[src/rtl/rv32_mem_pkg.sv]
// rtl/rv32_mem_pkg.sv - RV32 memory-op encodings, LSU state type and lane helpers
package rv32_mem_pkg;

    localparam logic [2:0] F3_B  = 3'b000;
    localparam logic [2:0] F3_H  = 3'b001;
    localparam logic [2:0] F3_W  = 3'b010;
    localparam logic [2:0] F3_BU = 3'b100;
    localparam logic [2:0] F3_HU = 3'b101;

    localparam logic [3:0] BE_B = 4'b0001;
    localparam logic [3:0] BE_H = 4'b0011;
    localparam logic [3:0] BE_W = 4'b1111;

    typedef enum logic [1:0] {
        ST_IDLE   = 2'd0,
        ST_REQ    = 2'd1,
        ST_WAIT_R = 2'd2
    } lsu_state_t;

    // Exactly one of ld/st, and a funct3 that exists for that direction.
    function automatic logic f3_legal(input logic ld, input logic st, input logic [2:0] f3);
        logic ok;
        ok = 1'b0;
        if (ld ^ st) begin
            case (f3)
                F3_B, F3_H, F3_W: ok = 1'b1;
                F3_BU, F3_HU:     ok = ld;
                default:          ok = 1'b0;
            endcase
        end
        return ok;
    endfunction

    // Natural alignment by access size (f3[1:0] encodes size for every legal f3).
    function automatic logic addr_aligned(input logic [2:0] f3, input logic [1:0] lo);
        logic ok;
        case (f3[1:0])
            2'b01:   ok = ~lo[0];
            2'b10:   ok = (lo == 2'b00);
            default: ok = 1'b1;
        endcase
        return ok;
    endfunction

    function automatic logic [3:0] byte_enable(input logic [2:0] f3, input logic [1:0] lo);
        logic [3:0] be;
        case (f3[1:0])
            2'b00:   be = BE_B << lo;
            2'b01:   be = BE_H << {lo[1], 1'b0};
            default: be = BE_W;
        endcase
        return be;
    endfunction

    // Replicate the store operand across every lane so the byte enables pick the right one.
    function automatic logic [31:0] store_data(input logic [2:0] f3, input logic [31:0] wdata);
        logic [31:0] d;
        case (f3[1:0])
            2'b00:   d = {4{wdata[7:0]}};
            2'b01:   d = {2{wdata[15:0]}};
            default: d = wdata;
        endcase
        return d;
    endfunction

endpackage

[src/rtl/lsu_req_if.sv]
// rtl/lsu_req_if.sv - word-addressed memory request/response bus
interface lsu_req_if;
    logic        mem_req;
    logic        mem_we;
    logic [31:0] mem_addr;
    logic [3:0]  mem_be;
    logic [31:0] mem_wdata;
    logic        mem_gnt;
    logic        mem_rvalid;
    logic [31:0] mem_rdata;

    modport master (
        output mem_req, mem_we, mem_addr, mem_be, mem_wdata,
        input  mem_gnt, mem_rvalid, mem_rdata
    );

    modport slave (
        input  mem_req, mem_we, mem_addr, mem_be, mem_wdata,
        output mem_gnt, mem_rvalid, mem_rdata
    );
endinterface

[src/rtl/lsu_load_align.sv]
// rtl/lsu_load_align.sv - load lane select and sign/zero extension
module lsu_load_align
    import rv32_mem_pkg::*;
(
    input  logic [31:0] rdata,
    input  logic [1:0]  addr_lo,
    input  logic [2:0]  f3,
    output logic [31:0] data
);
    logic [7:0]  lane_b;
    logic [15:0] lane_h;

    // Pick the addressed byte/halfword out of the raw word, then extend per funct3.
    always_comb begin
        case (addr_lo)
            2'b00:   lane_b = rdata[7:0];
            2'b01:   lane_b = rdata[15:8];
            2'b10:   lane_b = rdata[23:16];
            default: lane_b = rdata[31:24];
        endcase
        lane_h = addr_lo[1] ? rdata[31:16] : rdata[15:0];
        case (f3)
            F3_B:    data = {{24{lane_b[7]}}, lane_b};
            F3_H:    data = {{16{lane_h[15]}}, lane_h};
            F3_BU:   data = {24'd0, lane_b};
            F3_HU:   data = {16'd0, lane_h};
            default: data = rdata;
        endcase
    end
endmodule

[src/rtl/lsu_req.sv]
// rtl/lsu_req.sv - RV32 load/store unit request sequencer
module lsu_req
    import rv32_mem_pkg::*;
(
    input  logic        clk,
    input  logic        rst,
    input  logic        ex_valid,
    input  logic        ex_ld,
    input  logic        ex_st,
    input  logic [2:0]  ex_f3,
    input  logic [31:0] ex_addr,
    input  logic [31:0] ex_wdata,
    input  logic [4:0]  ex_rd,
    output logic        stall,
    lsu_req_if.master   mem,
    output logic        ld_valid,
    output logic [31:0] ld_data,
    output logic [4:0]  ld_rd,
    output logic        fault
);
    lsu_state_t  state;
    lsu_state_t  state_nxt;
    logic        in_req;
    logic [31:0] op_addr;
    logic [31:0] op_wdata;
    logic [2:0]  op_f3;
    logic [4:0]  op_rd;
    logic        op_st;
    logic        op_ok;
    logic        accept;
    logic        reject;
    logic [31:0] align_data;

    // ex_* only matter in IDLE; everywhere else the op in flight owns the unit.
    assign op_ok  = f3_legal(ex_ld, ex_st, ex_f3) & addr_aligned(ex_f3, ex_addr[1:0]);
    assign accept = (state == ST_IDLE) & ex_valid & op_ok;
    assign reject = (state == ST_IDLE) & ex_valid & ~op_ok;

    // State register.
    always_ff @(posedge clk) begin
        if (rst) state <= ST_IDLE;
        else     state <= state_nxt;
    end

    // Next state, stall and request strobe.
    always_comb begin
        state_nxt = state;
        stall     = 1'b1;
        in_req    = 1'b0;
        case (state)
            ST_IDLE: begin
                stall = 1'b0;
                if (accept) state_nxt = ST_REQ;
            end
            ST_REQ: begin
                in_req = 1'b1;
                if (mem.mem_gnt) state_nxt = op_st ? ST_IDLE : ST_WAIT_R;
            end
            ST_WAIT_R: begin
                if (mem.mem_rvalid) state_nxt = ST_IDLE;
            end
            default: state_nxt = ST_IDLE;
        endcase
    end

    // Bus outputs are driven only while requesting so the bus idles at zero.
    assign mem.mem_req   = in_req;
    assign mem.mem_we    = in_req & op_st;
    assign mem.mem_addr  = in_req ? {op_addr[31:2], 2'b00} : 32'd0;
    assign mem.mem_be    = in_req ? byte_enable(op_f3, op_addr[1:0]) : 4'd0;
    assign mem.mem_wdata = in_req ? store_data(op_f3, op_wdata) : 32'd0;

    // Capture the accepted op so upstream may move on once stall drops.
    always_ff @(posedge clk) begin
        if (rst) begin
            op_addr  <= 32'd0;
            op_wdata <= 32'd0;
            op_f3    <= 3'd0;
            op_rd    <= 5'd0;
            op_st    <= 1'b0;
        end else if (accept) begin
            op_addr  <= ex_addr;
            op_wdata <= ex_wdata;
            op_f3    <= ex_f3;
            op_rd    <= ex_rd;
            op_st    <= ex_st;
        end
    end

    lsu_load_align u_align (
        .rdata   (mem.mem_rdata),
        .addr_lo (op_addr[1:0]),
        .f3      (op_f3),
        .data    (align_data)
    );

    // Registered fault pulse and load writeback.
    always_ff @(posedge clk) begin
        if (rst) begin
            fault    <= 1'b0;
            ld_valid <= 1'b0;
            ld_data  <= 32'd0;
            ld_rd    <= 5'd0;
        end else begin
            fault    <= reject;
            ld_valid <= (state == ST_WAIT_R) & mem.mem_rvalid;
            if ((state == ST_WAIT_R) && mem.mem_rvalid) begin
                ld_data <= align_data;
                ld_rd   <= op_rd;
            end
        end
    end
endmodule

[src/flat_wrapper.sv]
// flat-port wrapper written by rule: the top's interface ports become plain ports
module lsu_req_flat import rv32_mem_pkg::*;
  (clk, rst, ex_valid, ex_ld, ex_st, ex_f3, ex_addr, ex_wdata, ex_rd, stall, ld_valid, ld_data, ld_rd, fault, mem_mem_req, mem_mem_we, mem_mem_addr, mem_mem_be, mem_mem_wdata, mem_mem_gnt, mem_mem_rvalid, mem_mem_rdata);
  lsu_req_if mem_i ();
  input  logic clk;
  input  logic rst;
  input  logic ex_valid;
  input  logic ex_ld;
  input  logic ex_st;
  input  logic [2:0] ex_f3;
  input  logic [31:0] ex_addr;
  input  logic [31:0] ex_wdata;
  input  logic [4:0] ex_rd;
  output logic stall;
  output logic ld_valid;
  output logic [31:0] ld_data;
  output logic [4:0] ld_rd;
  output logic fault;
  output wire logic [$bits(mem_i.mem_req)-1:0] mem_mem_req;
  output wire logic [$bits(mem_i.mem_we)-1:0] mem_mem_we;
  output wire logic [$bits(mem_i.mem_addr)-1:0] mem_mem_addr;
  output wire logic [$bits(mem_i.mem_be)-1:0] mem_mem_be;
  output wire logic [$bits(mem_i.mem_wdata)-1:0] mem_mem_wdata;
  input wire logic [$bits(mem_i.mem_gnt)-1:0] mem_mem_gnt;
  input wire logic [$bits(mem_i.mem_rvalid)-1:0] mem_mem_rvalid;
  input wire logic [$bits(mem_i.mem_rdata)-1:0] mem_mem_rdata;
  assign mem_mem_req = mem_i.mem_req;
  assign mem_mem_we = mem_i.mem_we;
  assign mem_mem_addr = mem_i.mem_addr;
  assign mem_mem_be = mem_i.mem_be;
  assign mem_mem_wdata = mem_i.mem_wdata;
  assign mem_i.mem_gnt = mem_mem_gnt;
  assign mem_i.mem_rvalid = mem_mem_rvalid;
  assign mem_i.mem_rdata = mem_mem_rdata;
  lsu_req u_core (.clk(clk), .rst(rst), .ex_valid(ex_valid), .ex_ld(ex_ld), .ex_st(ex_st), .ex_f3(ex_f3), .ex_addr(ex_addr), .ex_wdata(ex_wdata), .ex_rd(ex_rd), .stall(stall), .mem(mem_i), .ld_valid(ld_valid), .ld_data(ld_data), .ld_rd(ld_rd), .fault(fault));
endmodule
[config.mk]
export PLATFORM = sky130hd
export DESIGN_NAME = lsu_req_flat
export DESIGN_NICKNAME = d
export VERILOG_FILES = /design/src/rtl/rv32_mem_pkg.sv /design/src/rtl/lsu_req_if.sv /design/src/rtl/lsu_load_align.sv /design/src/rtl/lsu_req.sv /design/src/flat_wrapper.sv
export SDC_FILE = /design/constraint.sdc
export NUM_CORES = 1
export LEC_CHECK = 0
export CELL_PAD_IN_SITES_DETAIL_PLACEMENT = 0
export CELL_PAD_IN_SITES_GLOBAL_PLACEMENT = 1
export CORE_UTILIZATION = 35
export CTS_CLUSTER_SIZE = 16
export DETAILED_ROUTE_END_ITERATION = 8
export PLACE_DENSITY = 0.88
export SETUP_SLACK_MARGIN = 0.5
export SKIP_LAST_GASP = 1
export SYNTH_ARGS = -nofsm -noshare
export SYNTH_HDL_FRONTEND = slang
export SYNTH_SLANG_ARGS = --single-unit
[constraint.sdc]
create_clock -name clk -period 3.4 [get_ports clk]
set_input_delay 0.34 -clock clk [delete_from_list [all_inputs] [get_ports clk]]
set_output_delay 0.34 -clock clk [all_outputs]
set_load 0.05 [all_outputs]
Yosys cells after proc, flatten, opt, wreduce, memory -nomap -nowiden --
Index checks and enable logic that the tools add are counted. W data, S select, Z words.
Word-level totals: output and inout bits 110, register bits after elaboration 114, bits of input ports 111, logic and storage cells 66
Operators by class: multiplexer cells 18, bitwise operators 9, shift-type cells 2, reductions and logical operators 10, equal/unequal tests 17
Operator list (number):
- $pmux W32 S4 | 1
- $mux W32 | 2
- $pmux W32 S2 | 1
- $pmux W8 S3 | 1
- $mux W16 | 1
- $eq A3 B3 Y1 const B | 4
- $eq A2 B1 Y1 const B | 4
- $logic_not A2 Y1 | 4
- $mux W2 | 4
- $pmux W4 S2 | 1
- $and A1 B1 Y1 | 6
- $eq A2 B2 Y1 const B | 3
- $eq A3 B1 Y1 const B | 2
- $logic_not A3 Y1 | 2
- $pmux W2 S3 | 1
- $mux W4 | 1
- $ne A2 B2 Y1 const B | 2
- $pmux W1 S2 | 2
- $shl A1 B2 Y4 const A | 1
- $shl A2 B2 Y4 const A | 1
- $eq A3 B2 Y1 const B | 1
- $mux W1 | 3
- $reduce_and A3 Y1 | 1
- $reduce_or A3 Y1 | 1
- 5 further kinds | 6

Longest topological paths before layout --
Gate-level depths: netlist of run 1.
depth after elaboration 8, gate-level depth with buffers 8, depth with buffers taken out 6

Modules after synthesis --
Synthesis of run 1 repeated with hierarchy kept, for this count alone.
Second synthesis, totals: cells, all modules 774, area, all modules 6187.2 um^2
Modules (own cells, without submodules):
- lsu_req | seq. area each 2282.2 um^2, cells each 643, area an instance 5464.0 um^2, times used 1
- lsu_load_align | seq. area each 0.0 um^2, cells each 131, area an instance 723.2 um^2, times used 1

Least setup slack after synthesis of run 1 --
OpenSTA, ideal clock, no wires.
path type register to output, start point reg u_core.op_f3[0], end point out mem_mem_be[3], cell stages (with the launch flop) 6, data required time 3.060 ns, slack 1.180 ns, path buffers 3, data arrival time 1.880 ns, path through dfxtp_1 -> buf_2 -> buf_2 -> clkbuf_1 -> o21ai_0 -> a21oi_1
Between the ends: cells in the longest elaborated chain, start to end 3, elaborated cells between the ends (all ways) 4, classes of those cells 1 x eq/ne; 2 x mux; 1 x reduce/logical
RTL lines:
- start, declared | RTL line lsu_req.sv:26 | logic [2:0] op_f3;
- start signal, assigned | RTL line lsu_req.sv:78 | op_f3 <= 3'd0;
- start signal, assigned | RTL line lsu_req.sv:84 | op_f3 <= ex_f3;
- $eq A2 B1 Y1 / $logic_not A2 Y1 (equally long branches) | RTL line rv32_mem_pkg.sv:47 | case (f3[1:0])
- $pmux W4 S2 (*) | RTL line rv32_mem_pkg.sv:47
- $mux W4 (*) | RTL line lsu_req.sv:70 | assign mem.mem_be = in_req ? byte_enable(op_f3, op_addr[1:0]) : 4'd0;
- end, declared | RTL line flat_wrapper.sv:22 | output wire logic [$bits(mem_i.mem_be)-1:0] mem_mem_be;
Mark *: on every way between the ends. The rest lies on a longest branch, timed or not.

Worst setup path after layout of run 1 --
start point reg u_core.op_f3[1], end point out mem_mem_be[2]
The elaborated chain is that of the path after synthesis.

==> flow_metrics.env, run 1 <==
export IMPL_root_buffer="clkbuf_16"
export IMPL_cap_viol_max_count=0
export IMPL_io_pins=221
export IMPL_synthMuxAreaShare_pct=15.4
export IMPL_area_growth_pct=45.7
export IMPL_seq_area_frac_synth_pct=37.3
export IMPL_cpLargestDelayFamily="buffers and inverters"
export IMPL_grt_pass1_wl_um=27200
export IMPL_postCtsSetupRepairBufs=0
export IMPL_finalHoldViolCount=0
export IMPL_worstSetupStartpointType="register"
export IMPL_synth_most_common_cell="nand2b_1"
export IMPL_vdd_drop_max_v=0.000328
export IMPL_avgSynthCellArea_um2=8.65
export IMPL_drtIter0Drc=305
export IMPL_clock_path_buffers=2
export IMPL_clock_latency_ns=0.41
export IMPL_nets=1013
export IMPL_hold_start="u_core.op_rd[2]$_SDFFE_PP0P_"
export IMPL_ant_nets=0
export IMPL_clk_pin_slew_ns=0.05
export IMPL_maxSlewHeadroom_pct=60.4
export IMPL_syn_inst=707
export IMPL_startpoint="u_core.op_f3[1]$_SDFFE_PP0P_"
export IMPL_die_area_um2=18000
export IMPL_tightest_slew_ns=0.592
export IMPL_antenna_found_initial=0
export IMPL_drc=0
export IMPL_ys_warn_count=0
export IMPL_fin_crit_sh_pct=81.9
export IMPL_worst_path_buf_inv=2
export IMPL_wl_per_cell_um=15.4
export IMPL_whs_ns=0.454
export IMPL_dp_hpwl_um=12500
export IMPL_h_tree_depth=4
export IMPL_synth_common_cells="nand2b_1, dfxtp_1, mux2i_1"
export IMPL_setup_viol_count_final=0
export IMPL_num_rows=47
export IMPL_core_um2=16800
export IMPL_syn_cell_area_um2=6110
export IMPL_synth_flop_cell="dfxtp_1"
export IMPL_vias_per_cell=4.76
export IMPL_grt_max_degree=60
export IMPL_yosys_area_share_simple_pct=28.3
export IMPL_final_util_pct=53.0
export IMPL_period_needed_ns=2.79
export IMPL_synth_ff_latch_count=114
export IMPL_hold_path_class="register to register"
export IMPL_yosysTopAreaCellShare_pct=37.3
export IMPL_yosysTopAreaCell="dfxtp_1"
export IMPL_place_congestion=0.789
export IMPL_n_antenna_cell=0
export IMPL_cts_tree="done"
export IMPL_worstSetupPathType="register to output pin"
export IMPL_holdPathStages=2
export IMPL_async_flop_share_pct=0
export IMPL_synth_top_family_by_area="simple AND/OR/NAND/NOR gates"
export IMPL_timing_rr_end="u_core.ld_data[30]$_SDFFE_PP0P_"
export IMPL_wirelength_um=17500
export IMPL_ys_types=39
export IMPL_status="finished, final reports clean"
export IMPL_max_stage_delay_ns=0.85
export IMPL_grt_overflow=0
export IMPL_power_per_cell_area_nw_per_um2=396
export IMPL_synth_compound_area_share_pct=12.5
export IMPL_min_to="u_core.ld_rd[2]$_SDFFE_PP0P_"
export IMPL_synthXorXnorAreaFrac_pct=0
export IMPL_cp_cell_sequence="buf_4 -> a21oi_1 -> nor2_1 -> clkdlybuf4s50_1"
export IMPL_cts_made_buffers=17
export IMPL_drive_gt1_share_pct=12.2
export IMPL_drtPass1Iterations=5
export IMPL_tns_ns=0
export IMPL_grt_pass1_vias=5192
export IMPL_finalNonFillerCells=1132
export IMPL_fp_dieW_um=134
export IMPL_die_h_um=134
export IMPL_io_buffers=218
export IMPL_cts_sinks=114
export IMPL_worstRegToRegCells=4
export IMPL_timing_rr_start="u_core.op_addr[1]$_SDFFE_PP0P_"
export IMPL_cp_arrival_ns=2.45
export IMPL_start_util_pct=36.3
export IMPL_synth_area_leaders="dfxtp_1, nand2b_1, mux2i_1"
export IMPL_synthAdderAreaFrac_pct=0.614
export IMPL_crit_path_end_kind="output pin"
export IMPL_skew_ns=0.00897
export IMPL_timing_fmax_mhz=359
export IMPL_worst_ep_required_time_ns=3.06
export IMPL_cp_slowest_cell="clkdlybuf4s50_1"
export IMPL_report_final_slew_viol_count=0
export IMPL_p_leak_nw=3.08
export IMPL_dp_cells=1100
export IMPL_grt_total_usage_pct=19.6
export IMPL_crit_fanout=23
export IMPL_vias=5391
export IMPL_r2r_setup_slack_ns=1.20
export IMPL_rsz0062_at_grt="true"
export IMPL_synth_edff_count=0
[per-layer routing]
metal	global-route usage, %	wire length (µm)	vias up	share of wire, %
met5	0	0	-	0
met4	7.87	287	0	1.6
met3	6.12	1270	15	7.3
met2	30.6	7960	172	46
met1	25.1	7960	2468	46
li1	-	-	2736	-
[flip-flops by register name, summed over array words and instances, names as in the netlist]
signal,count
u_core.ld_data,32
u_core.ld_valid,1
u_core.state,2
u_core.op_rd,5
u_core.op_st,1
u_core.op_addr,32
u_core.fault,1
u_core.op_f3,3
u_core.ld_rd,5
u_core.op_wdata,32
[what timing repair did]
| item | 4_1_cts | 5_1_grt |
|---|---|---|
| endpoints found under the hold margin | 0 | 0 |
| hold buffers | 0 | 0 |
| setup endpoints to repair | 1 | 10 |
| pin swaps | 0 | 0 |
| gates resized for setup | 1 | 3 |
[power breakdown]
group | switching, mW | internal (mW)
clock network | 0.607 | 1.17
registers | 0.0208 | 1.36
logic | 0.165 | 0.211
[area by class of cell]
| type | instances | area, µm² |
|---|---|---|
| inverters | 15 | 56.3 |
| clock inverters | 10 | 134 |
| well taps | 220 | 275 |
| clock buffers | 22 | 454 |
| fillers | 1631 | 7910 |
| multi-input cells | 521 | 3490 |
| repair buffers | 230 | 2210 |
| flip-flops and latches | 114 | 2280 |
[logic make-up (layout without fill, tap and decap cells)]
group	after synthesis	after routing
simple gates	328	328
flops	114	114
compound gates	97	97
mux	91	91
buf+inv	73	277
fa+ha+maj	3	3
other cells	1	2
[worst min-delay path: stages (launching register included)]
cell and delay (ns):
dfxtp_1 0.31, nand2_1 0.05, a21oi_1 0.05
[cell usage in the layout (no fill, tap or decap), types with 3 or more instances in the layout]
cell / Yosys / routed
clkbuf_16: 0 / 17
clkinv_2: 0 / 4
mux2i_1: 89 / 89
clkdlybuf4s50_1: 0 / 178
buf_4: 3 / 49
nand2b_1: 148 / 147
bufinv_16: 0 / 3
a22oi_1: 8 / 8
clkbuf_1: 38 / 4
o221a_2: 7 / 7
nor2b_1: 4 / 3
and2_1: 38 / 38
inv_1: 14 / 14
a22o_1: 9 / 9
nor3_1: 8 / 8
nand2_1: 60 / 60
a31oi_1: 7 / 7
ha_1: 3 / 3
a211oi_1: 16 / 16
buf_12: 0 / 3
a21oi_1: 31 / 31
nor2_2: 1 / 3
dfxtp_1: 114 / 112
a211oi_2: 10 / 10
nor2_1: 65 / 63
[how the worst max path moves through the flow]
stage | endpoint | depth (start not counted) | slack [ns]
after floorplan | mem_mem_be[3] | 5 | 1.18
after global placement | u_core.op_addr[27]$_SDFFE_PP0P_ | 8 | 0.83
after detailed placement | u_core.op_addr[23]$_SDFFE_PP0P_ | 8 | 0.76
after CTS | mem_mem_be[2] | 5 | 0.52
after global routing | mem_mem_wdata[27] | 4 | 0.50
final | mem_mem_be[2] | 4 | 0.61
[stage by stage]
stage	total power [mW]	worst slack [ns]	instance area [µm²]
6_report	3.53	0.614	8910
5_1_grt	3.68	0.497	8910
4_1_cts	3.58	0.520	8900
3_5_place_dp	1.79	0.762	8310
3_3_place_gp	1.79	0.835	8310
2_1_floorplan	1.60	1.18	6120
(Power assumes the default switching activity.)
==> inputs of run 2 (changes only) <==
--- a/config.mk
+++ b/config.mk
@@ -7,10 +7,10 @@
 export LEC_CHECK = 0
 export CELL_PAD_IN_SITES_DETAIL_PLACEMENT = 0
 export CELL_PAD_IN_SITES_GLOBAL_PLACEMENT = 1
-export CORE_UTILIZATION = 35
+export CORE_UTILIZATION = 30
 export CTS_CLUSTER_SIZE = 16
 export DETAILED_ROUTE_END_ITERATION = 8
-export PLACE_DENSITY = 0.88
+export PLACE_DENSITY = 0.8
 export SETUP_SLACK_MARGIN = 0.5
 export SKIP_LAST_GASP = 1
 export SYNTH_ARGS = -nofsm -noshare
==> constraint.sdc (replaced) <==
create_clock -name clk -period 2.53 [get_ports clk]
set_input_delay 0.253 -clock clk [delete_from_list [all_inputs] [get_ports clk]]
set_output_delay 0.253 -clock clk [all_outputs]
set_load 0.05 [all_outputs]
==> flow_metrics.env, run 2 (same netlist as run 1, synthesis figures left out) <==
export IMPL_io_buffers=218
export IMPL_clock_path_buffers=2
export IMPL_grt_pass1_vias=5275
export IMPL_nets=1027
export IMPL_hold_buffers=0
export IMPL_grt_pass1_wl_um=28000
export IMPL_num_rows=51
export IMPL_tightest_slew_ns=0.551
export IMPL_place_congestion=0.795
export IMPL_timing_rr_end="u_core.ld_data[30]$_SDFFE_PP0P_"
export IMPL_clock_latency_ns=0.41
export IMPL_postCtsSetupRepairBufs=0
export IMPL_cap_viol_max_count=0
export IMPL_maxSlewHeadroom_pct=63.0
export IMPL_clk_pin_slew_ns=0.05
export IMPL_dp_hpwl_um=12900
export IMPL_use_met3_pct=4.51
export IMPL_tns_ns=0
export IMPL_cp_slowest_cell="dfxtp_1"
export IMPL_timing_rr_start="u_core.op_addr[0]$_SDFFE_PP0P_"
export IMPL_start_util_pct=31.0
export IMPL_vias_per_cell=4.58
export IMPL_crit_fanout=12
export IMPL_fill_cells=1872
export IMPL_grt_max_degree=92
export IMPL_max_stage_delay_ns=0.37
export IMPL_r2r_setup_slack_ns=0.73
export IMPL_crit_path_end_kind="output pin"
export IMPL_finalHoldViolCount=0
export IMPL_io_pins=221
export IMPL_core_um2=19700
export IMPL_drive_gt1_share_pct=17.5
export IMPL_cts_made_buffers=17
export IMPL_power_per_cell_area_nw_per_um2=543
export IMPL_vdd_drop_max_v=0.000418
export IMPL_drtIter0Drc=202
export IMPL_rsz0062_at_grt="true"
export IMPL_worstRegToRegCells=5
export IMPL_cpLargestDelayFamily="buffers and inverters"
export IMPL_antenna_found_initial=0
export IMPL_die_h_um=145
export IMPL_die_area_um2=21000
export IMPL_cts_tree="done"
export IMPL_cp_arrival_ns=1.74
export IMPL_cp_cell_sequence="buf_4 -> nor2b_1 -> buf_4 -> nor2_1 -> nor2_1 -> nor2_1 -> buf_12"
export IMPL_endpoint="mem_mem_be[0]"
export IMPL_h_tree_depth=4
export IMPL_worstSetupPathType="register to output pin"
export IMPL_area_growth_pct=55.6
export IMPL_grt_overflow=0
export IMPL_ant_nets=0
export IMPL_vias=5452
export IMPL_fp_dieW_um=145
export IMPL_root_buffer="clkbuf_16"
export IMPL_wirelength_um=18500
export IMPL_p_leak_nw=3.36
export IMPL_status="finished, final reports clean"
export IMPL_drc=0
export IMPL_timing_fmax_mhz=501
export IMPL_largestRegisters="u_core.ld_data x32, u_core.op_addr x32, u_core.op_wdata x32"
export IMPL_worst_ep_required_time_ns=2.28
export IMPL_total_power_mw=5.17
export IMPL_worstSetupStartpointType="register"
export IMPL_multiInputGateArea_um2=3530
export IMPL_setup_viol_count_final=0
export IMPL_grt_total_usage_pct=17.4
export IMPL_worst_path_buf_inv=3
export IMPL_report_final_slew_viol_count=0
export IMPL_skew_ns=0.00597
export IMPL_worst_path_stages=7
export IMPL_grt_use_met1_pct=22.9
export IMPL_crit_top_cell="nor2_1"
export IMPL_fin_crit_sh_pct=78.9
export IMPL_wl_per_cell_um=15.6
export IMPL_hold_path_class="primary input to register"
export IMPL_seqCellArea_um2=2280
export IMPL_mostFrequentLayoutCells="nand2b_1, clkdlybuf4s50_1, dfxtp_1"
export IMPL_drtPass1Iterations=5
export IMPL_period_needed_ns=2.00
export IMPL_cts_sinks=114
export IMPL_use_met2_pct=27.3
export IMPL_top_usage_layer="met2"
export IMPL_startpoint="u_core.op_f3[0]$_SDFFE_PP0P_"
==> run 2: changes by cell type in the layout (fill, tap and decap cells not counted), sizes merged, moves of 3 or more <==
cell	previous run	this run
buf	52	92
bufinv	3	6
clkbuf	22	25
clkdlybuf4s50	178	147
clkinv	6	3
==> run 2: area by class of cell <==
| class | instances | area share, % |
|---|---|---|
| inverters | 15 | 0.592 |
| flip-flops and latches | 114 | 24.0 |
| clock buffers | 22 | 4.99 |
| multi-input cells | 521 | 37.1 |
| clock inverters | 9 | 2.12 |
| diodes | 1 | 0.0263 |
| repair buffers | 244 | 27.7 |
| well taps | 265 | 3.49 |
==> run 2: worst register-to-register path, stage by stage, from the launching register on <==
cell      delay (ns)
dfxtp_1         0.40
nor2_2          0.18
mux4_2          0.55
a21oi_4         0.15
buf_4           0.28
a211oi_1        0.12
==> run 2: what timing repair did <==
item                                    4_1_cts  5_1_grt
endpoints found under the setup margin       16       88
gates resized for setup                       9        8
pin swaps                                     0        1
cloned                                        0        3
==> run 2: worst min path at each step <==
stage	slack (ns)	from	end	depth (start not counted)
finish	0.27	ex_f3[0]	u_core.op_f3[0]$_SDFFE_PP0P_	3
global route	0.28	ex_f3[0]	u_core.op_f3[0]$_SDFFE_PP0P_	3
CTS	0.30	rst	u_core.op_addr[24]$_SDFFE_PP0P_	3
detailed placement	0.44	u_core.op_rd[3]$_SDFFE_PP0P_	u_core.ld_rd[3]$_SDFFE_PP0P_	2
global placement	0.44	u_core.op_rd[3]$_SDFFE_PP0P_	u_core.ld_rd[3]$_SDFFE_PP0P_	2
floorplan	0.40	mem_mem_rdata[30]	u_core.ld_data[30]$_SDFFE_PP0P_	2
==> run 2: routing by layer <==
metal	part of all wire, %	wire length, µm
met5	0	0
met3	6.2	1150
met1	47	8780
met2	45	8350
met4	1.4	263
==> run 2: per-stage QoR <==
stage	instances	hold WS, ns	setup WS (ns)	instance area (µm²)	utilization [%]
6_report	1191	0.274	0.533	9510	48.2
5_1_grt	1190	0.276	0.456	9510	48.2
4_1_cts	1187	0.298	0.502	9400	47.7
3_5_place_dp	1156	0.444	0.106	8710	44.2
3_3_place_gp	1156	0.442	0.188	8710	44.2
2_1_floorplan	708	0.404	0.602	6120	-
==> run 2: report_power, final <==
group          total, mW  switching, mW  internal (mW)
Combinational      0.544          0.238          0.307
Clock               2.77          0.850           1.92
Sequential          1.85         0.0234           1.83
Total               5.17           1.11           4.06
